File: config.mk
export PLATFORM = sky130hd
export DESIGN_NAME = hc_enc_stream
export DESIGN_NICKNAME = d
export VERILOG_FILES = /design/src/rtl/hc_enc_stream.sv
export SDC_FILE = /design/constraint.sdc
export NUM_CORES = 1
export LEC_CHECK = 0
export CAP_MARGIN = 20
export CORE_UTILIZATION = 50
export CTS_CLUSTER_DIAMETER = 100
export DETAILED_ROUTE_END_ITERATION = 16
export DONT_BUFFER_PORTS = 1
export PLACE_DENSITY = 0.63
export SYNTH_ARGS = -nofsm -noshare
export SYNTH_HDL_FRONTEND = slang
export SYNTH_SLANG_ARGS = --single-unit
File: constraint.sdc
create_clock -name i_clk -period 1.8 [get_ports i_clk]
set_input_delay 0.18 -clock i_clk [delete_from_list [all_inputs] [get_ports i_clk]]
set_output_delay 0.18 -clock i_clk [all_outputs]
set_load 0.05 [all_outputs]
File: src/rtl/hc_enc_stream.sv
// hc_enc_stream: streaming Hamming encoder with one registered output stage,
// a skid buffer for full throughput under backpressure, optional per-word
// single-bit error injection and a wrapping emitted-codeword counter.
//
// Handshake: a transfer happens on a rising edge where valid && ready are both
// high. A producer holds valid and its payload steady until that edge.
// o_ready is a pure register output (no path from i_ready). o_valid/o_enc_data
// stay steady while o_valid && !i_ready.
module hc_enc_stream #(
  parameter int DATA_WD = 4,
  parameter int CHK_WD  = 3,
  parameter int CNT_WD  = 16
) (
  input  logic                       i_clk,
  input  logic                       i_rst_n,
  input  logic                       i_valid,
  output logic                       o_ready,
  input  logic [DATA_WD-1:0]         i_data,
  input  logic [CHK_WD-1:0]          i_inj_pos,
  output logic                       o_valid,
  input  logic                       i_ready,
  output logic [DATA_WD+CHK_WD-1:0]  o_enc_data,
  output logic [CNT_WD-1:0]          o_cnt
);

  localparam int N = DATA_WD + CHK_WD;

  // Check bits need a distinct nonzero syndrome for every codeword position.
  if ((2 ** CHK_WD) < (N + 1)) begin : g_bad_param
    $error("hc_enc_stream: CHK_WD too small for DATA_WD");
  end

  // Data bit index held at codeword position j, or -1 for a check position.
  function automatic int data_idx(input int j);
    int k;
    k = 0;
    if ((j & (j - 1)) == 0) return -1;
    for (int p = 1; p < j; p++) begin
      if ((p & (p - 1)) != 0) k++;
    end
    return k;
  endfunction

  // Data positions covered by the check bit at position c (c a power of two).
  function automatic logic [N-1:0] chk_mask(input int c);
    logic [N-1:0] m;
    m = '0;
    for (int p = 1; p <= N; p++) begin
      if (((p & (p - 1)) != 0) && ((p & c) != 0)) m = m | (N'(1) << (p - 1));
    end
    return m;
  endfunction

  logic [N-1:0] dplace;    // data bits at their codeword positions, checks 0
  logic [N-1:0] enc_cw;    // clean codeword
  logic [N-1:0] flip;      // one-hot injection mask (all zero if out of range)
  logic [N-1:0] enc_word;  // codeword as stored
  logic         in_fire;
  logic         out_fire;
  logic         adv;

  logic         out_vld;
  logic [N-1:0] out_data;
  logic         skd_vld;
  logic [N-1:0] skd_data;
  logic [CNT_WD-1:0] cnt;

  // Per-position wiring: data placement, check parity, injection select.
  for (genvar j = 1; j <= N; j++) begin : g_pos
    localparam int DI = data_idx(j);
    if (DI >= 0 && DI < DATA_WD) begin : g_d
      assign dplace[j-1] = i_data[DI];
    end else begin : g_z
      assign dplace[j-1] = 1'b0;
    end
    if ((j & (j - 1)) == 0) begin : g_chk
      assign enc_cw[j-1] = ^(dplace & chk_mask(j));
    end else begin : g_dat
      assign enc_cw[j-1] = dplace[j-1];
    end
    // Position 0 never matches, and positions above N do not exist here.
    assign flip[j-1] = (i_inj_pos == CHK_WD'(j));
  end

  assign enc_word = enc_cw ^ flip;

  assign o_ready    = !skd_vld;
  assign o_valid    = out_vld;
  assign o_enc_data = out_data;
  assign o_cnt      = cnt;

  assign in_fire  = i_valid && o_ready;
  assign out_fire = out_vld && i_ready;
  assign adv      = !out_vld || i_ready;

  // Output stage plus skid: skid drains first, so order is preserved.
  always_ff @(posedge i_clk or negedge i_rst_n) begin
    if (!i_rst_n) begin
      out_vld  <= 1'b0;
      out_data <= '0;
      skd_vld  <= 1'b0;
      skd_data <= '0;
    end else if (adv) begin
      if (skd_vld) begin
        out_data <= skd_data;
        out_vld  <= 1'b1;
        skd_vld  <= 1'b0;
      end else if (in_fire) begin
        out_data <= enc_word;
        out_vld  <= 1'b1;
      end else begin
        out_vld  <= 1'b0;
      end
    end else if (in_fire) begin
      // Output is stalled and full: park the new codeword in the skid.
      skd_data <= enc_word;
      skd_vld  <= 1'b1;
    end
  end

  // Count codewords taken downstream; wraps silently.
  always_ff @(posedge i_clk or negedge i_rst_n) begin
    if (!i_rst_n) begin
      cnt <= '0;
    end else if (out_fire) begin
      cnt <= cnt + 1'b1;
    end
  end

endmodule

==> qor.log <==
qor: grt.track_usage 18.4%
qor: grt.grt_first_pass_wirelength 4500 um
qor: timing.slew_headroom 44.3%
qor: floorplanning.num_io_pins 36
qor: place.io_buffers 0
qor: yosys.synthesis.area 1520 um2
qor: setup_path.r2r-end o_cnt[12]$_DFFE_PN0P_
qor: detailed_routing.detailedRoute.firstPassIterationCount 10
qor: setup_path.critical_path.startpoint_type flop
qor: detailed_routing.avgRoutedWirePerCell 14.0 um
qor: yosys.edff_count_synth 0
qor: run_status.status finished with violations
qor: yosys.synthesis.nets 140
qor: grt.grt_antenna_before_repair 0
qor: timing.setup_total_negative_slack 0 ps
qor: timing.final_period_utilization 85.9%
qor: setup_path.crit_path_max_fanout 4
qor: timing.timing.final.hold_violations 0
qor: detailed_routing.avgViaCountPerCell 5.44
qor: yosys.simple_gate_area_share_of_the_yosys_netlist 15.9%
qor: floorplanning.die-area 3270 um2
qor: yosys.synth_top_area_share 52.6%
qor: yosys.synth_top_flop_cell sky130_fd_sc_hd__dfrtp_1
qor: yosys.synth.top_cells.by_area sky130_fd_sc_hd__dfrtp_1, sky130_fd_sc_hd__xnor2_1, sky130_fd_sc_hd__mux2_2
qor: finish.fillers 234
qor: finish.antenna-diode-count 0
qor: hold_path.hold_path.startpoint i_ready
qor: run_status.failing_checks design-rule violations
qor: hold_path.worstHoldPathType input pin to flop
qor: setup_path.path_buf_inv 0
qor: yosys.synthCells 128
qor: clock_network.clock_tree.root_cell sky130_fd_sc_hd__clkbuf_4
qor: yosys.yosys.cell_count.top_type sky130_fd_sc_hd__dfrtp_1
qor: setup_path.worstPathCellList ha_1 > nand4_1 > nor3_1 > nand4_1 > xnor2_1
qor: detailed_routing.drc_violation_count_after_routing 6
qor: power_and_ir_drop.power_density 1290 nW/um2
qor: yosys.synth.avg_cell_area 11.9 um2
qor: finish.area_delta_synth_final 18.1%
qor: clock_network.post-cts-setup-buffers 0
qor: setup_path.critical-path-top-delay-family simple AND/OR/NAND/NOR gates
qor: setup_path.crit-reg2reg-launch o_cnt[0]$_DFFE_PN0P_
qor: clock_network.cts-buffers-inserted 5
qor: yosys.ys_types 27
qor: detailed_routing.antenna_violating_nets_post_route 0
qor: floorplanning.die_height 57.2 um
qor: timing.hold-worst-slack 33.2 ps
qor: yosys.area_share_of_fa_ha_maj_cells_after_synthesis 0.822%
qor: yosys.synth_top_family_by_area XOR/XNOR gates
qor: setup_path.critical_path.max_stage_delay 410 ps
qor: floorplanning.coreArea 2830 um2
qor: clock_network.cts_tree done
qor: floorplanning.floorplan.initialDensity 53.8%
qor: hold_path.hold_end o_cnt[2]$_DFFE_PN0P_
qor: setup_path.register_to_register_path_depth 5
qor: setup_path.cp_data_required_time 2010 ps
qor: timing.rsz0062_at_grt false
qor: finish.nNetsFinal 168
qor: setup_path.timing.setup.critical_path_class flop to flop
qor: timing.setup-violations-final 0
qor: floorplanning.count_of_standard_cell_rows 19
qor: detailed_routing.vias 1023
qor: grt.globalRouteOverflowTotal 0
qor: job.drv_cap 0
qor: clock_network.clk-insertion-delay-late 310 ps
qor: clock_network.clock_tree.htree_level_count 2
qor: power_and_ir_drop.worst_ir_drop_vdd 0.929 mV
qor: yosys.synth_sequential_area_ratio 52.6%
qor: timing.final_period_minus_worst_setup_slack 1550 ps
qor: timing.timing.clock.skew 3.59 ps
qor: floorplanning.die_x 57.2 um
qor: timing.fmax 0.647 GHz
qor: yosys.yosys_warnings 0
qor: clock_network.path_clk_slew 90 ps
qor: grt.grt_max_degree 33
qor: grt.first_global_vias 1019
qor: setup_path.cp_data_arrival_time 1750 ps
qor: setup_path.r2r_setup_slack 250 ps
qor: setup_path.worst_path_max_delay_cell sky130_fd_sc_hd__dfrtp_1
qor: clock_network.cts.sinks 32
qor: yosys.synth_xor_xnor_area_share 17.0%
qor: clock_network.cts.repair.resized 0
qor: clock_network.ctsLongestPathBuffers 2
qor: timing.final_max_slew_viol_count 0
qor: timing.tightestPinTransition 827 ps
qor: detailed_routing.detail_route.iter0.violations 23
qor: setup_path.worstSetupEndpointType flop
qor: place.place.detailed.hpwl 1980 um
qor: yosys.synth_top_cell_by_area sky130_fd_sc_hd__dfrtp_1
qor: hold_path.hold-path-cell-count 2
qor: yosys.asyncSetResetFlopFracSynth 100%
qor: power_and_ir_drop.static-leakage-power 0.851 nW
qor: yosys.yosys-top-cells-count sky130_fd_sc_hd__dfrtp_1, sky130_fd_sc_hd__xnor2_1, sky130_fd_sc_hd__nand3_1
qor: place.gp_congestion 0.730
qor: clock_network.holdBufCountCts 3
qor: yosys.synth.ff_latch_count 32
qor: detailed_routing.wirelength 2620 um
qor: yosys.synthMuxAreaShare 7.72%
qor: finish.drive_gt1_share 23.6%
qor: yosys.synthesized_area_fraction_occupied_by_ao_oa_aoi_and_oai_cells 4.85%
qor: setup_path.worst_path_most_repeated_cell sky130_fd_sc_hd__nand4_1
## cell families after synthesis
group | count (synthesis)
adder cells (fa/ha/maj) | 1
buffers and inverters | 4
multiplexers | 11
AO/OA/AOI/OAI | 12
flip-flops | 32
AND/OR/NAND/NOR | 44
XOR/XNOR | 24
## metal layers
metal | vias to the layer above | global-route usage, % | wire length [um]
met2 | 33 | 30.4 | 1270
met1 | 482 | 21.5 | 1150
li1 | 504 | - | -
met4 | 0 | 7.32 | 31
met3 | 4 | 7.26 | 177
met5 | - | 0 | 0
## cells in the final DEF (no fill, tap or decap), types with 4 or more instances in the layout
master	n
sky130_fd_sc_hd__buf_4	19
sky130_fd_sc_hd__clkbuf_4	5
sky130_fd_sc_hd__dfrtp_1	32
sky130_fd_sc_hd__mux2_2	6
sky130_fd_sc_hd__mux2i_1	5
sky130_fd_sc_hd__nand2_1	9
sky130_fd_sc_hd__nand3_1	11
sky130_fd_sc_hd__nor2_1	10
sky130_fd_sc_hd__o21ai_0	5
sky130_fd_sc_hd__xnor2_1	16
sky130_fd_sc_hd__xor2_1	4
## final cells by class
| cell class | instances | area, um2 | share of cell area, % |
|---|---|---|---|
| Inverter | 3 | 11.3 | 0.626 |
| Sequential cell | 32 | 801 | 44.5 |
| Clock buffer | 8 | 58.8 | 3.27 |
| Multi-Input combinational cell | 92 | 706 | 39.2 |
| Timing Repair Buffer | 22 | 183 | 10.2 |
| Tap cell | 31 | 38.8 | 2.16 |
## how the worst max path moves through the flow
| stage | from | end | slack, ps | depth (start not counted) |
|---|---|---|---|---|
| detailed placement | o_cnt[0]$_DFFE_PN0P_ | o_cnt[12]$_DFFE_PN0P_ | 240 | 5 |
| floorplan | o_cnt[0]$_DFFE_PN0P_ | o_cnt[12]$_DFFE_PN0P_ | 30 | 5 |
| global placement | o_cnt[0]$_DFFE_PN0P_ | o_cnt[12]$_DFFE_PN0P_ | 260 | 5 |
| CTS | o_cnt[0]$_DFFE_PN0P_ | o_cnt[12]$_DFFE_PN0P_ | 230 | 5 |
| finish | o_cnt[0]$_DFFE_PN0P_ | o_cnt[12]$_DFFE_PN0P_ | 250 | 5 |
| global route | o_cnt[0]$_DFFE_PN0P_ | o_cnt[12]$_DFFE_PN0P_ | 100 | 5 |
## metrics by stage
step | setup slack (ps) | instance area [um2] | util (%) | cells | total power, mW
final | 254 | 1800 | 63.6 | 188 | 2.32
after global routing | 95.3 | 1800 | 63.6 | 188 | 2.45
after CTS | 226 | 1800 | 63.6 | 188 | 2.35
after detailed placement | 243 | 1700 | 60.1 | 177 | 1.91
after global placement | 263 | 1700 | 60.1 | 177 | 1.89
after floorplan | 28.2 | 1520 | - | 128 | 1.71
## worst reg2reg max path: cells and delay by family, from the launching register on
family	cells	cell delay (ps)
flops	1	410
fa+ha+maj	1	190
xor+xnor	1	140
simple gates	3	700
## flip-flops by register name (all words and copies together), names as in the netlist
name and cells:
o_cnt 16, skd_data 7, o_enc_data 7, o_valid 1, skd_vld 1
## power by group
part	internal, mW	switching (mW)
combinational	0.293	0.499
clock	0.193	0.215
sequential	0.880	0.240
Note: power is estimated with default switching activity, not from simulation.
